### src/rtl/stage_four.sv
`default_nettype none
// ============================================================================
//  Module   : stage_four
//  Purpose  : Writeback stage. Latches memory-stage results into the MEM/WB
//             register and drives the register-file write port. A 32-bit
//             result with r0_en set needs two writes: the low word to rd and
//             the high word to R0. In the default build these take two cycles
//             (WR_LO then WR_HI), and upstream is stalled for the first one.
//             The stage also counts retired instructions.
//  Optional : `define WB_DUAL_PORT_EN adds a second write port
//             (rf_wr2_*). The R0 write then issues in the same cycle as the
//             rd write, and the stage never stalls.
//  Ports    : clk, rst (sync, active-high), halt_sys (freeze all state)
//             in_valid/instruction/data/r0_en/reg_wr - memory stage outputs
//             stall                 - upstream must hold this cycle
//             rf_wr_en/addr/data    - register-file write port
//             rf_wr2_en/addr/data   - second write port (optional build)
//             instruction_out       - instruction in writeback (0 if bubble)
//             retired               - retired-instruction counter (wraps)
//  Revision : 1.0 - initial release
// ============================================================================
module stage_four #(
  parameter int DATA_W  = 16,
  parameter int ADDR_W  = 4,
  parameter int RD_LSB  = 8,
  parameter int R0_ADDR = 0
) (
  input  logic                clk,
  input  logic                rst,
  input  logic                halt_sys,
  input  logic                in_valid,
  input  logic [15:0]         instruction,
  input  logic [2*DATA_W-1:0] data,
  input  logic                r0_en,
  input  logic                reg_wr,
  output logic                stall,
  output logic                rf_wr_en,
  output logic [ADDR_W-1:0]   rf_wr_addr,
  output logic [DATA_W-1:0]   rf_wr_data,
`ifdef WB_DUAL_PORT_EN
  output logic                rf_wr2_en,
  output logic [ADDR_W-1:0]   rf_wr2_addr,
  output logic [DATA_W-1:0]   rf_wr2_data,
`endif
  output logic [15:0]         instruction_out,
  output logic [15:0]         retired
);

  localparam logic [ADDR_W-1:0] C_R0 = ADDR_W'(R0_ADDR);

  typedef enum logic [1:0] {
    IDLE  = 2'd0,
    WR_LO = 2'd1,
    WR_HI = 2'd2
  } state_t;

  state_t                state_q,   state_d;
  logic                  valid_q,   valid_d;
  logic [15:0]           instr_q,   instr_d;
  logic [2*DATA_W-1:0]   data_q,    data_d;
  logic                  r0_en_q,   r0_en_d;
  logic                  reg_wr_q,  reg_wr_d;
  logic [15:0]           retired_q, retired_d;

  logic [ADDR_W-1:0]     w_rd;
  logic                  w_retire;
  logic                  w_capture;

  assign w_rd = instr_q[RD_LSB+ADDR_W-1:RD_LSB];

`ifdef WB_DUAL_PORT_EN
  assign stall = 1'b0;
`else
  // Stall only for the first half of a dual write. It is derived from frozen
  // state, so it holds its value while halt_sys is high.
  assign stall = (state_q == WR_LO) && r0_en_q;
`endif

  assign w_capture = !halt_sys && !stall;

  always_comb begin
    state_d   = state_q;
    valid_d   = valid_q;
    instr_d   = instr_q;
    data_d    = data_q;
    r0_en_d   = r0_en_q;
    reg_wr_d  = reg_wr_q;
    w_retire  = 1'b0;

    if (!halt_sys) begin
      case (state_q)
        WR_LO: begin
`ifdef WB_DUAL_PORT_EN
          w_retire = 1'b1;
`else
          if (r0_en_q) state_d = WR_HI;
          else         w_retire = 1'b1;
`endif
        end
        WR_HI:   w_retire = 1'b1;
        default: ;
      endcase
    end

    // A capture means the current instruction is finished, so the next state
    // follows whatever has just been latched.
    if (w_capture) begin
      valid_d  = in_valid;
      instr_d  = instruction;
      data_d   = data;
      r0_en_d  = r0_en;
      reg_wr_d = reg_wr;
      state_d  = in_valid ? WR_LO : IDLE;
    end

    retired_d = retired_q + 16'(w_retire);
  end

  always_ff @(posedge clk) begin
    if (rst) begin
      state_q   <= IDLE;
      valid_q   <= 1'b0;
      instr_q   <= '0;
      data_q    <= '0;
      r0_en_q   <= 1'b0;
      reg_wr_q  <= 1'b0;
      retired_q <= '0;
    end else begin
      state_q   <= state_d;
      valid_q   <= valid_d;
      instr_q   <= instr_d;
      data_q    <= data_d;
      r0_en_q   <= r0_en_d;
      reg_wr_q  <= reg_wr_d;
      retired_q <= retired_d;
    end
  end

  // Write port. Address and data are zeroed when idle so that nothing stale
  // from a latched bubble leaks onto the port.
  always_comb begin
    rf_wr_en   = 1'b0;
    rf_wr_addr = '0;
    rf_wr_data = '0;
    case (state_q)
      WR_LO: begin
`ifdef WB_DUAL_PORT_EN
        // rd == R0 with a high word pending: port 2 carries the final value.
        rf_wr_en = reg_wr_q && !(r0_en_q && (w_rd == C_R0));
`else
        rf_wr_en = reg_wr_q;
`endif
        rf_wr_addr = w_rd;
        rf_wr_data = data_q[DATA_W-1:0];
      end
      WR_HI: begin
        rf_wr_en   = 1'b1;
        rf_wr_addr = C_R0;
        rf_wr_data = data_q[2*DATA_W-1:DATA_W];
      end
      default: ;
    endcase
    if (halt_sys) rf_wr_en = 1'b0;
  end

`ifdef WB_DUAL_PORT_EN
  assign rf_wr2_en   = (state_q == WR_LO) && r0_en_q && !halt_sys;
  assign rf_wr2_addr = (state_q == WR_LO) ? C_R0 : '0;
  assign rf_wr2_data = (state_q == WR_LO) ? data_q[2*DATA_W-1:DATA_W] : '0;
`endif

  assign instruction_out = valid_q ? instr_q : 16'h0000;
  assign retired         = retired_q;

endmodule
`default_nettype wire
### config.mk
export PLATFORM = sky130hd
export DESIGN_NAME = stage_four
export DESIGN_NICKNAME = d
export VERILOG_FILES = /design/src/rtl/stage_four.sv
export SDC_FILE = /design/constraint.sdc
export NUM_CORES = 1
export LEC_CHECK = 0
export ABC_AREA = 1
export CORE_ASPECT_RATIO = 1.75
export CORE_UTILIZATION = 48
export DETAILED_ROUTE_END_ITERATION = 12
export PLACE_DENSITY = 0.85
export RECOVER_POWER = 100
export SYNTH_ARGS = -nofsm -noshare
export SYNTH_HDL_FRONTEND = slang
export SYNTH_SLANG_ARGS = --single-unit
### constraint.sdc
create_clock -name clk -period 3.6 [get_ports clk]
set_input_delay 0.72 -clock clk [delete_from_list [all_inputs] [get_ports clk]]
set_output_delay 0.72 -clock clk [all_outputs]
set_load 0.02 [all_outputs]
* Word level (Yosys, flattened, before mapping)
Index checks and enable logic that the tools add are counted.
** Operators by class
- Muxes and demuxes :: 13
- Reduce and logical (&&, ||, !) cells :: 7
- Equal/unequal tests :: 3
- Add/subtract/negate cells :: 1
** Operators with widths (count)
- $pmux W16 S2 :: 1
- $add A16 B1 Y16 :: 1
- $mux W16 :: 1
- $mux W2 :: 4
- $mux W1 :: 4
- $mux W4 :: 1
- $pmux W1 S2 :: 2
- $reduce_bool A2 Y1 :: 2
- $reduce_and A3 Y1 :: 1
- $eq A2 B1 Y1 const B :: 1
- $eq A2 B2 Y1 const B :: 1
- $logic_and A1 B1 Y1 :: 2
- $logic_not A1 Y1 :: 2
- $ne A2 B1 Y1 const B :: 1
** Storage, ports and cells
- Flip-flop bits (word level) :: 69
- Input port bits :: 54

* Logic depth before layout (Yosys ltp)
Gate-level depths: netlist of the first run.
- Depth in word-level cells :: 6
- Gate-level depth with buffers :: 14

* Worst setup path before layout of the first run
Ideal clock, no wire load.
- Path type :: register -> output
- Start point :: register state_q[0]
- End point :: output port rf_wr_data[10]
- Required time :: 2.880 ns
- Stages on the path, launching flop included :: 6
- Path buffers :: 2
- Path slack :: 1.547 ns
- Arrival time :: 1.333 ns
- Path through :: dfxtp_1 inv_1 ha_1 clkbuf_1 buf_2 a21oi_1
** Between the ends
- Longest elaborated chain between the ends :: 2
- Elaborated cells on any way between the ends :: 3
- Classes of those cells :: 2 x eq/ne; 1 x mux
** Ends and longest elaborated chain
- start, declared :: line 57 : state_t state_q, state_d;
- start signal, assigned :: line 129 : state_q <= state_d;
- $eq A2 B2 Y1 / $eq A2 B1 Y1 (equally long branches) :: line 145 : case (state_q)
- $pmux W16 S2 (*) :: line 145
- end, declared :: line 39 : output logic [DATA_W-1:0] rf_wr_data,
Mark *: on every way between the ends. The rest lies on a longest branch, timed or not.

* Final worst setup path of the first run
- Start point :: register state_q[0]
- End point :: output port rf_wr_data[9]
Same word-level chain as after synthesis.

==> results of run 1 <==
## worst max path at each step
stage,from,to,slack (ns),cells after the start
floorplan,state_q[0]$_SDFFE_PP0P_,rf_wr_data[10],1.55,5
CTS,state_q[0]$_SDFFE_PP0P_,rf_wr_data[9],0.59,5
detailed placement,halt_sys,rf_wr_en,0.90,5
global route,state_q[0]$_SDFFE_PP0P_,retired[12]$_SDFF_PP0_,0.36,12
global placement,halt_sys,rf_wr_en,0.90,5
finish,state_q[0]$_SDFFE_PP0P_,rf_wr_data[9],0.57,5
## Yosys cell counts
master	instances	area [µm²]
a211oi_2	1	12.51
a21oi_1	24	120.1
buf_2	19	95.09
clkbuf_1	5	18.77
clkbuf_2	1	5.000
dfxtp_1	69	1381
ha_1	4	50.05
inv_1	36	135.1
inv_2	3	11.26
nand2_1	79	296.5
nand2_2	3	18.77
nand3_1	8	40.04
nand3_2	2	20.02
nand4_1	3	18.77
nor2_1	124	465.5
nor2_2	2	12.51
nor2_4	2	22.52
o21a_1	1	7.510
o21ai_0	46	230.2
o21ai_1	7	35.03
o31ai_1	1	7.510
xnor2_1	2	17.52
xor2_1	2	17.52
## where the power goes
part | switching (mW) | internal [mW]
registers | 0.0251 | 0.807
clock network | 0.282 | 0.429
logic | 0.107 | 0.102
## state kept, by name, summed over array words and instances (netlist names)
name / flops
reg_wr_q: 1
retired: 16
r0_en_q: 1
valid_q: 1
data_q: 32
instr_q: 16
state_q: 2
## per-layer routing
metal	part of all wire (%)	routed length [µm]
met5	0	0
met2	52	3919
met3	5.3	399
met1	41	3094
met4	2.3	177
## final cells by class
type	instances	share of cell area (%)
sequential	69	32.04
clock buffer	11	3.511
clock inverter	5	1.886
timing repair buffer	109	25.19
inverter	39	3.395
multi-input combinational	311	31.66
tap	80	2.322
## worst register-to-register path: stages, from the launching register on
cell	delay, ns
dfxtp_1	0.32
inv_1	0.08
ha_1	0.57
o21ai_0	0.25
nor2_1	0.14
ha_1	0.20
ha_1	0.21
nand3_1	0.11
nor2_1	0.52
nand4_1	0.19
a21oi_1	0.21
## kinds of logic (layout without fill, tap and decap cells)
group | count (synthesis) | after routing
fa+ha+maj | 4 | 4
xor+xnor | 4 | 4
buf+inv | 64 | 164
compound gates | 80 | 80
simple gates | 223 | 223
flops | 69 | 69
==> out/metrics.csv, run 1 <==
metric;value;unit
status;complete, but fails checks;
failing checks;capacitance limit, slew limit;
fin util;70.30;%
worst-skew pair later-pin latency;0.33;ns
effective utilization at floorplan;49.55;%
total CTS buffers;9;
maximum buffer depth of the clock tree;2;
xor and xnor area share after synthesis;1.153;%
WL per Instance;12.17;µm
FF+latch count, synth;69;
final hold viol count;0;
buffers and inverters on the worst path;2;
fin. max-slew vios;52;
root buffer cell;clkbuf_8;
actual transition at the worst max-transition pin;1.532;ns
Netlist cell types;23;
Routed Antenna Nets;0;
headroom to the max-slew limit;-2.259;%
reg-to-reg setup timing slack;0.73;ns
cts-stage hold buffer count;0;
Max Freq;330.3;MHz
hold path cells;2;
initial antenna violation count;0;
row count;38;
met3 global-route usage;5.085;%
H-tree depth;3;
nets@finish;597;
Final HPWL DP;5.264;mm
area post-placement;4106;µm²
pwr dens;406.3;nW/µm²
setup slack after placement;0.8983;ns
CTS tree;built;
Crit Path Category;register to output port;
cell count after synthesis;444;
Compound-Gate Fraction of Synth Area;13.59;%
Multi-input gate area;1365;µm²
max capacitance violation total;1;
first drt pass iteration count;4;
R2R cell count;10;
Tmin final;3.027;ns
Fillers;514;
synth-to-layout area growth;41.87;%
Final WS setup;0.5726;ns
drt drc;0;
period utilisation layout;84.09;%
Final Setup Violations;0;
Critical R2R Launch;state_q[0]$_SDFFE_PP0P_;
Vias per Instance;4.946;
GRT Total Usage;24.07;%
GP Congestion;0.8501;
met1 Resource Use GR;26.79;%
GR Layer Usage met2;43.64;%
RSZ-0062 raised after global routing;no;
Fin Setup TNS;0;ns
crit-path leading delay family;buffers and inverters;
Tot Pwr;1.752;mW
largest net degree at the start of global routing;58;
grt ovf;0;
mux share of post-synthesis cell area;0;%
Core Area;6133;µm²
largest family of logic cells by synthesized area;simple AND/OR/NAND/NOR gates;
die footprint;6667;µm²
synthesized area;3039;µm²
Die Wd;62.15;µm
CP endpoint kind;output port;
hold_ws;0.4847;ns
sequential share of the synthesized area;45.45;%
Die Y;107.3;µm
Avg Cell Area, Syn;6.845;µm²
placed cells;608;
Clock Skew;0.005845;ns
hold crit path type;register to register;
postcts setup bufs;0;
most frequent cells in the layout;nor2_1, nand2_1, dfxtp_1, dlygate4sd3_1, clkdlybuf4s50_1;
DRT Wirelength;7.591;mm
DR iter-0 viols;176;
Sequential cell area;1381;µm²
worst vdd ir;0.0002633;V
Ant. Diodes;0;
Min-Delay Endpoint;data_q[1]$_SDFFE_PP0P_;
post_cts resized;0;
Worst Hold Launch;data_q[1]$_SDFFE_PP0P_;
Clk pin slew, worst setup/hold paths;0.07;ns
vias in the first global route;2970;
Ports;108;
final instance area;4312;µm²
Synth Area in Simple Gates;29.44;%
vias post-DR;3086;
crit path max-delay cell type;dlygate4sd3_1;
Synth Area in Adders;1.647;%
Worst EP arrival;2.31;ns
Lkg Pwr;1.976;nW
Clock Sink Count;69;
GR peak layer;met2;
crit-path max cell delay;0.70;ns
layout cells sized above 1;4.228;%
first-pass GRT wire length;12.92;mm
syn_nets;502;
Layout Cells excl Fill;624;
CP Cell Sequence;inv_1 -> ha_1 -> nand2_1 -> a21oi_1 -> dlygate4sd3_1;
Worst setup SP type;register;
commonest non-fill, non-tap cell in the layout;nor2_1;
crit-path max FO;18;
synth warn;0;
reg-to-reg endpoint;retired[14]$_SDFF_PP0_;
PortBufs;107;
WP data required;2.88;ns
(Power assumes the default switching activity.)
==> run 2: changes to the inputs <==
CORE_UTILIZATION = 45   (was 48)
PLACE_DENSITY = 0.8   (was 0.85)
clock period = 2.8 ns   (was 3.6 ns; I/O delays follow)
==> run 2 against run 1 <==
Effect of this change: the flow still finishes with violations (capacitance limit, slew limit); non-clock buffer count increased by 3; wire length up 4.8%; power increased by 45%; global-route usage down 0.16 points; register-to-register slack got worse by 0.33 ns; sequential power rose by 29%; design area is 3.3% higher; setup slack got worse by 0.41 ns; die area rose by 6.5%; sequential cell count stayed put.
==> out/metrics.csv, run 2 (same netlist as run 1, synthesis figures left out) <==
metric;value;unit;change
GRT Total Usage;23.91;%;-0.16 points
reg-to-reg setup timing slack;0.40;ns;-0.33 ns
postcts setup bufs;0;;unchanged
Clk pin slew, worst setup/hold paths;0.05;ns;-0.02 ns
DRT Wirelength;7.957;mm;+4.8%
final instance area;4452;µm²;+3.3%
Clock Sink Count;69;;unchanged
CP endpoint kind;output port;;
headroom to the max-slew limit;-1.700;%;+0.56 points
Clock Skew;0.003564;ns;-0.002281 ns
worst vdd ir;0.0003563;V;+35%
row count;39;;+2.6%
nets@finish;600;;+0.50%
first-pass GRT wire length;13.32;mm;+3.1%
GP Congestion;0.8329;;-2.0%
RSZ-0062 raised after global routing;no;;
area post-placement;4144;µm²;+0.91%
largest register by flop count;data_q;;
failing checks;capacitance limit, slew limit;;
Fin Setup TNS;0;ns;unchanged
total CTS buffers;9;;unchanged
Final Setup Violations;0;;unchanged
max reg flops;32;;unchanged
maximum buffer depth of the clock tree;2;;unchanged
PortBufs;107;;unchanged
Ant. Diodes;0;;unchanged
Worst setup SP type;register;;
most frequent cells in the layout;nor2_1, nand2_1, dfxtp_1, clkdlybuf4s50_1, dlygate4sd3_1;;
actual transition at the worst max-transition pin;1.524;ns;-0.008386 ns
pwr dens;572.4;nW/µm²;+41%
Final HPWL DP;5.585;mm;+6.1%
cts-stage hold buffer count;0;;unchanged
Crit Path Category;register to output port;;
crit-path max FO;21;;+3
placed cells;613;;+0.82%
commonest non-fill, non-tap cell in the layout;nor2_1;;
hold crit path type;register to register;;
WL per Instance;12.65;µm;+4.0%
Routed Antenna Nets;0;;unchanged
Ports;108;;unchanged
Die Y;110.7;µm;+3.2%
effective utilization at floorplan;46.48;%;-3.1 points
die footprint;7099;µm²;+6.5%
largest net degree at the start of global routing;52;;-10%
drt drc;0;;unchanged
H-tree depth;3;;unchanged
Tmin final;2.642;ns;
CTS tree;built;;
synth-to-layout area growth;46.48;%;
status;complete, but fails checks;;
Lkg Pwr;2.034;nW;+2.9%
first drt pass iteration count;4;;unchanged
worst-skew pair later-pin latency;0.32;ns;about the same
initial antenna violation count;0;;unchanged
Vias per Instance;4.967;;+0.43%
Worst EP arrival;2.08;ns;-0.23 ns
vias post-DR;3124;;+1.2%
Max Freq;378.5;MHz;
WP data required;2.24;ns;-0.64 ns
layout cells sized above 1;5.302;%;+1.1 points
hold_ws;0.4805;ns;-0.004196 ns
fin. max-slew vios;52;;unchanged
DR iter-0 viols;250;;+42%
Core Area;6539;µm²;+6.6%
Layout Cells excl Fill;629;;+0.80%
Die Wd;64.12;µm;+3.2%
max capacitance violation total;1;;unchanged
final hold viol count;0;;unchanged
vias in the first global route;2994;;+0.81%
period utilisation layout;94.36;%;
grt ovf;0;;unchanged
root buffer cell;clkbuf_16;;
## run 2: layer usage
| metal | part of all wire, % | GRT usage [%] |
|---|---|---|
| met1 | 38 | 25.65 |
| met4 | 3.3 | 12.30 |
| met3 | 6.1 | 6.173 |
| met2 | 53 | 41.99 |
| met5 | 0 | 0 |
## run 2: worst max-delay path, stage by stage, from the launching register on
cell and delay, ns:
dfxtp_1 0.31, inv_1 0.08, ha_1 0.25, buf_12 0.18, nand2_1 0.07, a21oi_1 0.17
dlygate4sd3_1 0.69
## run 2: area by class of cell
type,count,area [µm²]
fillers,568,2087
flip-flops and latches,69,1381
multi-input cells,311,1375
repair buffers,112,1121
clock buffers,10,239.0
inverters,39,146.4
well taps,82,102.6
clock inverters,6,86.33
## run 2: power by group
part           total [mW]  switching, mW  internal (mW)
Combinational       0.277          0.141          0.136
Sequential           1.07         0.0322           1.04
Clock                1.20          0.399          0.801
## run 2: stage by stage
step,utilization [%],power (mW),setup slack (ns)
6_report,68.08,2.548,0.1579
5_1_grt,68.08,2.650,0.05430
4_1_cts,68.35,2.575,0.007161
3_5_place_dp,63.38,1.371,0.3512
3_3_place_gp,63.38,1.364,0.3992
2_1_floorplan,-,1.236,0.8114
## run 2: final timing paths
check,from,end,depth (start not counted)
max,state_q[1]$_SDFFE_PP0P_,rf_wr_data[2],6
min,data_q[25]$_SDFFE_PP0P_,data_q[25]$_SDFFE_PP0P_,2
max reg2reg,state_q[1]$_SDFFE_PP0P_,state_q[0]$_SDFFE_PP0P_,7
min reg2reg,data_q[25]$_SDFFE_PP0P_,data_q[25]$_SDFFE_PP0P_,2
## run 2: what timing repair did
| item | CTS | global route |
|---|---|---|
| endpoints found under the hold margin | 0 | 0 |
| endpoints found under the setup margin | 0 | 7 |
| gates resized for setup | 0 | 1 |
